===== src/rtl/soc_reset_tick_gen.sv =====
`default_nettype none
// ============================================================================
// Module   : soc_reset_tick_gen
// Brief    : Staggered per-channel reset sequencer with programmable ticks.
// Revision : 1.0
// ============================================================================
module soc_reset_tick_gen #(
  parameter int NUM_CH      = 4,
  parameter int HOLD_CYCLES = 16,
  parameter int STAGGER     = 4,
  parameter int CNT_W       = 8,
  parameter int DIV_W       = 16,
  parameter int DIV_RESET   = 0
) (
  input  logic              clk,
  input  logic              rst,
  input  logic              soft_rst_req,
  input  logic              cfg_we,
  input  logic [3:0]        cfg_ch,
  input  logic [DIV_W-1:0]  cfg_div,
  output logic [NUM_CH-1:0] rst_out,
  output logic [NUM_CH-1:0] tick,
  output logic              ready
);

  localparam logic [1:0]       ST_ASSERT  = 2'd0;
  localparam logic [1:0]       ST_RELEASE = 2'd1;
  localparam logic [1:0]       ST_RUN     = 2'd2;

  localparam logic [CNT_W-1:0] HOLD_LAST  = CNT_W'(HOLD_CYCLES - 1);
  localparam logic [CNT_W-1:0] STAG_LAST  = CNT_W'(STAGGER - 1);
  localparam logic [3:0]       LAST_CH    = 4'(NUM_CH - 1);
  localparam logic [DIV_W-1:0] DIV_INIT   = DIV_W'(DIV_RESET);

  logic [1:0]        state_q, state_d;
  logic [CNT_W-1:0]  cnt_q, cnt_d;
  logic [3:0]        ch_idx_q, ch_idx_d;
  logic [NUM_CH-1:0] rst_out_q, rst_out_d;
  logic              ready_q, ready_d;
  logic              rel_valid;
  logic [3:0]        rel_idx;

  always_ff @(posedge clk or posedge rst) begin
    if (rst) begin
      state_q <= ST_ASSERT;
    end else begin
      state_q <= state_d;
    end
  end

  always_comb begin
    state_d = state_q;
    case (state_q)
      ST_ASSERT: begin
        if (cnt_q == HOLD_LAST) begin
          state_d = (NUM_CH == 1) ? ST_RUN : ST_RELEASE;
        end
      end
      ST_RELEASE: begin
        // The last channel's release edge enters RUN directly, so ready
        // follows one cycle after the final channel comes out of reset.
        if ((cnt_q == STAG_LAST) && (ch_idx_q == LAST_CH - 4'd1)) begin
          state_d = ST_RUN;
        end
      end
      ST_RUN: begin
        state_d = ST_RUN;
      end
      default: begin
        state_d = ST_ASSERT;
      end
    endcase
    if (soft_rst_req) begin
      state_d = ST_ASSERT;
    end
  end

  always_comb begin
    cnt_d     = cnt_q;
    ch_idx_d  = ch_idx_q;
    rst_out_d = rst_out_q;
    ready_d   = (state_q == ST_RUN);
    rel_valid = 1'b0;
    rel_idx   = 4'd0;
    case (state_q)
      ST_ASSERT: begin
        rst_out_d = '1;
        if (cnt_q == HOLD_LAST) begin
          cnt_d     = '0;
          ch_idx_d  = 4'd0;
          rel_valid = 1'b1;
          rel_idx   = 4'd0;
        end else begin
          cnt_d = cnt_q + 1'b1;
        end
      end
      ST_RELEASE: begin
        if (cnt_q == STAG_LAST) begin
          cnt_d     = '0;
          ch_idx_d  = ch_idx_q + 4'd1;
          rel_valid = 1'b1;
          rel_idx   = ch_idx_q + 4'd1;
        end else begin
          cnt_d = cnt_q + 1'b1;
        end
      end
      ST_RUN: begin
        cnt_d     = '0;
        rst_out_d = '0;
      end
      default: begin
        cnt_d     = '0;
        ch_idx_d  = 4'd0;
        rst_out_d = '1;
        ready_d   = 1'b0;
      end
    endcase
    for (int i = 0; i < NUM_CH; i++) begin
      if (rel_valid && (rel_idx == 4'(i))) begin
        rst_out_d[i] = 1'b0;
      end
    end
    if (soft_rst_req) begin
      cnt_d     = '0;
      ch_idx_d  = 4'd0;
      rst_out_d = '1;
      ready_d   = 1'b0;
    end
  end

  always_ff @(posedge clk or posedge rst) begin
    if (rst) begin
      cnt_q     <= '0;
      ch_idx_q  <= 4'd0;
      rst_out_q <= '1;
      ready_q   <= 1'b0;
    end else begin
      cnt_q     <= cnt_d;
      ch_idx_q  <= ch_idx_d;
      rst_out_q <= rst_out_d;
      ready_q   <= ready_d;
    end
  end

  assign rst_out = rst_out_q;
  assign ready   = ready_q;

  generate
    for (genvar gi = 0; gi < NUM_CH; gi++) begin : g_ch
      logic [DIV_W-1:0] div_q, div_d;
      logic [DIV_W-1:0] tcnt_q, tcnt_d;
      logic             tick_q, tick_d;
      logic             wr;

      assign wr = cfg_we && (cfg_ch == 4'(gi));

      // A write restarts the period so the new divider takes effect cleanly.
      always_comb begin
        div_d  = div_q;
        tcnt_d = tcnt_q;
        tick_d = 1'b0;
        if (wr) begin
          div_d = cfg_div;
        end
        if (soft_rst_req || wr || rst_out_q[gi]) begin
          tcnt_d = '0;
        end else if (tcnt_q == div_q) begin
          tick_d = 1'b1;
          tcnt_d = '0;
        end else begin
          tcnt_d = tcnt_q + 1'b1;
        end
      end

      always_ff @(posedge clk or posedge rst) begin
        if (rst) begin
          div_q  <= DIV_INIT;
          tcnt_q <= '0;
          tick_q <= 1'b0;
        end else begin
          div_q  <= div_d;
          tcnt_q <= tcnt_d;
          tick_q <= tick_d;
        end
      end

      assign tick[gi] = tick_q;
    end
  endgenerate

endmodule
`default_nettype wire


===== config.mk =====
export PLATFORM = sky130hd
export DESIGN_NAME = soc_reset_tick_gen
export DESIGN_NICKNAME = d
export VERILOG_FILES = /design/src/rtl/soc_reset_tick_gen.sv
export SDC_FILE = /design/constraint.sdc
export NUM_CORES = 1
export LEC_CHECK = 0
export BUFFER_PORTS_ARGS = -buffer_cell sky130_fd_sc_hd__buf_4
export CAP_MARGIN = 15
export CORE_UTILIZATION = 55
export DETAILED_ROUTE_END_ITERATION = 8
export GPL_TIMING_DRIVEN = 0
export HOLD_SLACK_MARGIN = 0.05
export PLACE_DENSITY = 0.72
export SKIP_CTS_REPAIR_TIMING = 1
export SLEW_MARGIN = 20
export SYNTH_ARGS = -nofsm -noshare
export SYNTH_HDL_FRONTEND = slang
export SYNTH_SLANG_ARGS = --single-unit

===== constraint.sdc =====
create_clock -name clk -period 9.77 [get_ports clk]
set_input_delay 0.4885 -clock clk [delete_from_list [all_inputs] [get_ports clk]]
set_output_delay 0.4885 -clock clk [all_outputs]
set_load 0.005 [all_outputs]

==> impl_metrics.py <==
metrics = {
    "outcome": {
        "status": "finished, final reports clean",
    },
    "timing": {
        "max_freq_mhz": 429,
        "relSlewSlack": 0.466,
        "fin_skew_ns": 0.00609,
        "worstMarginPinSlew_ns": 0.794,
        "setup_tns_ns": 0,
        "finalHoldViolCount": 0,
        "rsz0062_at_grt": "false",
        "setup_violations": 0,
        "period_needed_ns": 2.33,
        "slew_violations": 0,
        "post-route-period-util": 0.239,
    },
    "layout": {
        "drive_gt1_frac": 0.217,
        "regArea_um2": 3780,
        "n_antenna_cell": 0,
        "instances_no_fill": 903,
        "area_delta_synth_final_pct": 14.2,
        "multi_input_area_um2": 3540,
        "final_nets": 749,
        "fillers": 1034,
    },
    "route": {
        "drt-total-wl_mm": 16.4,
        "wl_per_cell_um": 18.2,
        "vias_per_cell": 5.78,
        "drt_iter0_markers": 401,
        "first_pass_iters": 6,
        "num_vias": 5215,
        "remaining_drc_errors": 0,
        "ant_nets": 0,
    },
    "pwr": {
        "p_sw_frac": 0.234,
        "p_per_area_nw_per_um2": 180,
        "leakagePower_uw": 0.00332,
        "clkPwrFrac": 0.414,
        "peakVddDrop_mv": 0.144,
        "switchingPower_uw": 360,
        "seq_power_share": 0.478,
        "p_int_uw": 1180,
        "p_comb_frac": 0.108,
    },
    "worst_setup_path": {
        "critical_path_arrival_ns": 2.61,
        "crit_path_end_kind": "flop",
        "path_max_fanout": 10,
        "required_ns": 10.05,
        "start_kind": "flop",
        "path_class": "reg2reg",
    },
    "global_routing": {
        "grt_usage": 0.252,
        "grt_pass1_vias": 5501,
        "antenna_found_initial": 0,
        "grt_max_degree": 98,
        "grt_first_pass_wirelength_mm": 27.6,
        "overflow": 0,
    },
    "floorplan": {
        "die_x_um": 119,
        "die_area_um2": 14100,
        "rows": 42,
        "start_util": 0.565,
        "die_h_um": 119,
        "io_pins": 33,
        "core_area_um2": 13300,
    },
    "flow_run": {
        "drv_cap": 0,
    },
    "cts": {
        "htreeDepth": 4,
        "cts_buffers": 17,
        "cts_tree": "yes",
        "clock-sinks": 151,
        "cts.clk_slew.worst_paths_ns": 0.06,
        "clock_tree.buffer_depth": 2,
        "clk_latency_ns": 0.42,
        "cts_root_buffer": "clkbuf_16",
    },
    "synthesis": {
        "synthesis.area_um2": 7510,
        "yosys_warnings": 0,
        "yosys_register_bits": 151,
        "netlist.area_leader.share": 0.490,
        "seq_area_frac_synth": 0.504,
        "synth_nets": 698,
        "synth_cell_types": 51,
        "avgSynthCellArea_um2": 11.3,
        "syn_inst": 663,
        "ys_top_cells_by_area": "dfrtp_1 (49%), xnor2_1 (12%), mux2_2 (9.6%)",
        "synth_top_area_cell": "dfrtp_1",
    },
    "placement": {
        "placed_cells": 871,
        "portBuffers": 31,
        "place.gp.congestion": 0.823,
        "hpwl_mm": 11.3,
    },
    "hold_path": {
        "hold_class": "in2async",
    },
}
## cell type report
class	count	area share
sequential	151	0.441
multi-input combinational	469	0.413
clock buffer	23	0.0557
timing repair buffer	32	0.0303
tap	176	0.0257
buffer	27	0.0152
clock inverter	9	0.0115
inverter	16	0.00788
## stage by stage
| step | area (µm²) | total power, µW | utilization | hold WS [ns] | setup slack, ns |
|---|---|---|---|---|---|
| CTS | 8580 | 1550 | 0.645 | 0.0863 | 7.43 |
| global placement | 7970 | 904 | 0.599 | 0.474 | 3.73 |
| finish | 8580 | 1540 | 0.645 | 0.0874 | 7.44 |
| global route | 8580 | 1600 | 0.645 | 0.104 | 7.23 |
| floorplan | 7510 | 864 | - | 0.453 | 5.22 |
| detailed placement | 8000 | 914 | 0.602 | 0.490 | 7.35 |
## metal layers
layer | vias to the layer above | global-route usage | routed length, µm
met4 | 0 | 0.0815 | 235
met1 | 2611 | 0.314 | 7020
met2 | 134 | 0.424 | 8260
met3 | 22 | 0.0699 | 884
met5 | - | 0 | 0
li1 | 2448 | - | -
## cell families (layout without fill, tap and decap cells)
family | count (synthesis) | after routing | share of synthesized area
and+or+nand+nor | 237 | 237 | 0.180
AOI/OAI and AO/OA | 34 | 34 | 0.0333
DFF | 151 | 151 | 0.504
buffers and inverters | 43 | 107 | 0.0253
adders and majority gates | 11 | 11 | 0.0183
xor gates and xnor gates | 121 | 121 | 0.141
muxes | 66 | 66 | 0.0986
## synthesized netlist by cell type (all sizes together)
master and count:
a211oi 7, a21o 1, a21oi 5, a22o 1
a31o 2, a31oi 1, a32o 2, a32oi 1
and2 4, and3 3, and4 2, buf 11
clkbuf 16, dfrtp 147, dfstp 4, ha 11
inv 16, mux2 64, mux2i 2, nand2 28
nand2b 3, nand3 25, nand3b 1, nand4 30
nand4b 1, nor2 30, nor2b 4, nor3 65
nor3b 8, nor4 17, o211ai 2, o21ai 5
o31a 1, o31ai 4, o41a 1, o41ai 1
or2 1, or3 8, or3b 1, or4 6
xnor2 105, xor2 16
## final timing paths
path                                        startpoint                            end  slack (ns)  cells after the start
setup reg to reg           g_ch[0].tcnt_q[2]$_DFF_PP0_    g_ch[0].tcnt_q[8]$_DFF_PP0_        7.44                      5
setup / recovery           g_ch[0].tcnt_q[2]$_DFF_PP0_    g_ch[0].tcnt_q[8]$_DFF_PP0_        7.44                      5
min in group clk                           cfg_div[13]  g_ch[3].div_q[13]$_DFFE_PP0P_        0.35                      2
hold reg to reg                     cnt_q[0]$_DFF_PP0_             cnt_q[0]$_DFF_PP0_        0.49                      1
max in group asynchronous                          rst   g_ch[3].div_q[5]$_DFFE_PP0P_        8.90                      3
hold / removal                                     rst    g_ch[0].tcnt_q[5]$_DFF_PP0_        0.09                      2
## sequential cells by signal, summed over array words and instances, names as in the netlist
signal,cells
state_q,2
ch_idx_q,4
g_ch.div_q,64
cnt_q,8
rst_out,4
g_ch.tick_q,4
g_ch.tcnt_q,64
ready,1
## cells in the final DEF (no fill, tap or decap), types with 3 or more instances in the layout
master,netlist,final
or3_1,6,6
dfstp_2,4,4
nand4_1,29,29
clkbuf_1,16,19
or4_1,6,6
buf_4,6,37
xnor2_1,105,105
a211oi_1,6,6
clkbuf_16,0,17
nor2b_1,4,4
nor3_1,64,64
o21ai_0,5,5
a21oi_1,5,5
dfrtp_1,147,147
nor4_1,12,12
mux2_2,64,64
nor3b_1,7,7
and2_1,4,4
buf_2,5,5
nor2_1,30,30
o31ai_1,4,4
inv_1,16,15
nand2_1,28,28
clkinv_2,0,6
nand2b_1,3,3
xor2_1,16,16
nor4_2,4,4
nand3_1,23,23
ha_1,11,11
clkbuf_8,0,3
and3_1,3,3
## power by group through the flow
stage          Clock [µW]  Combinational, µW  Sequential (µW)
6_report              638                166              737
5_1_grt               675                184              744
4_1_cts               648                168              738
3_5_place_dp            0                166              748
3_3_place_gp            0                158              745
2_1_floorplan           0                131              733
## worst max-delay path, stage by stage (launching register included)
cell and delay (ns):
dfrtp_1 0.46, xnor2_1 0.27, nand4_1 0.16, nor4_2 0.74
clkbuf_1 0.43, nor3_1 0.12
Note: power is estimated with default switching activity, not from simulation.
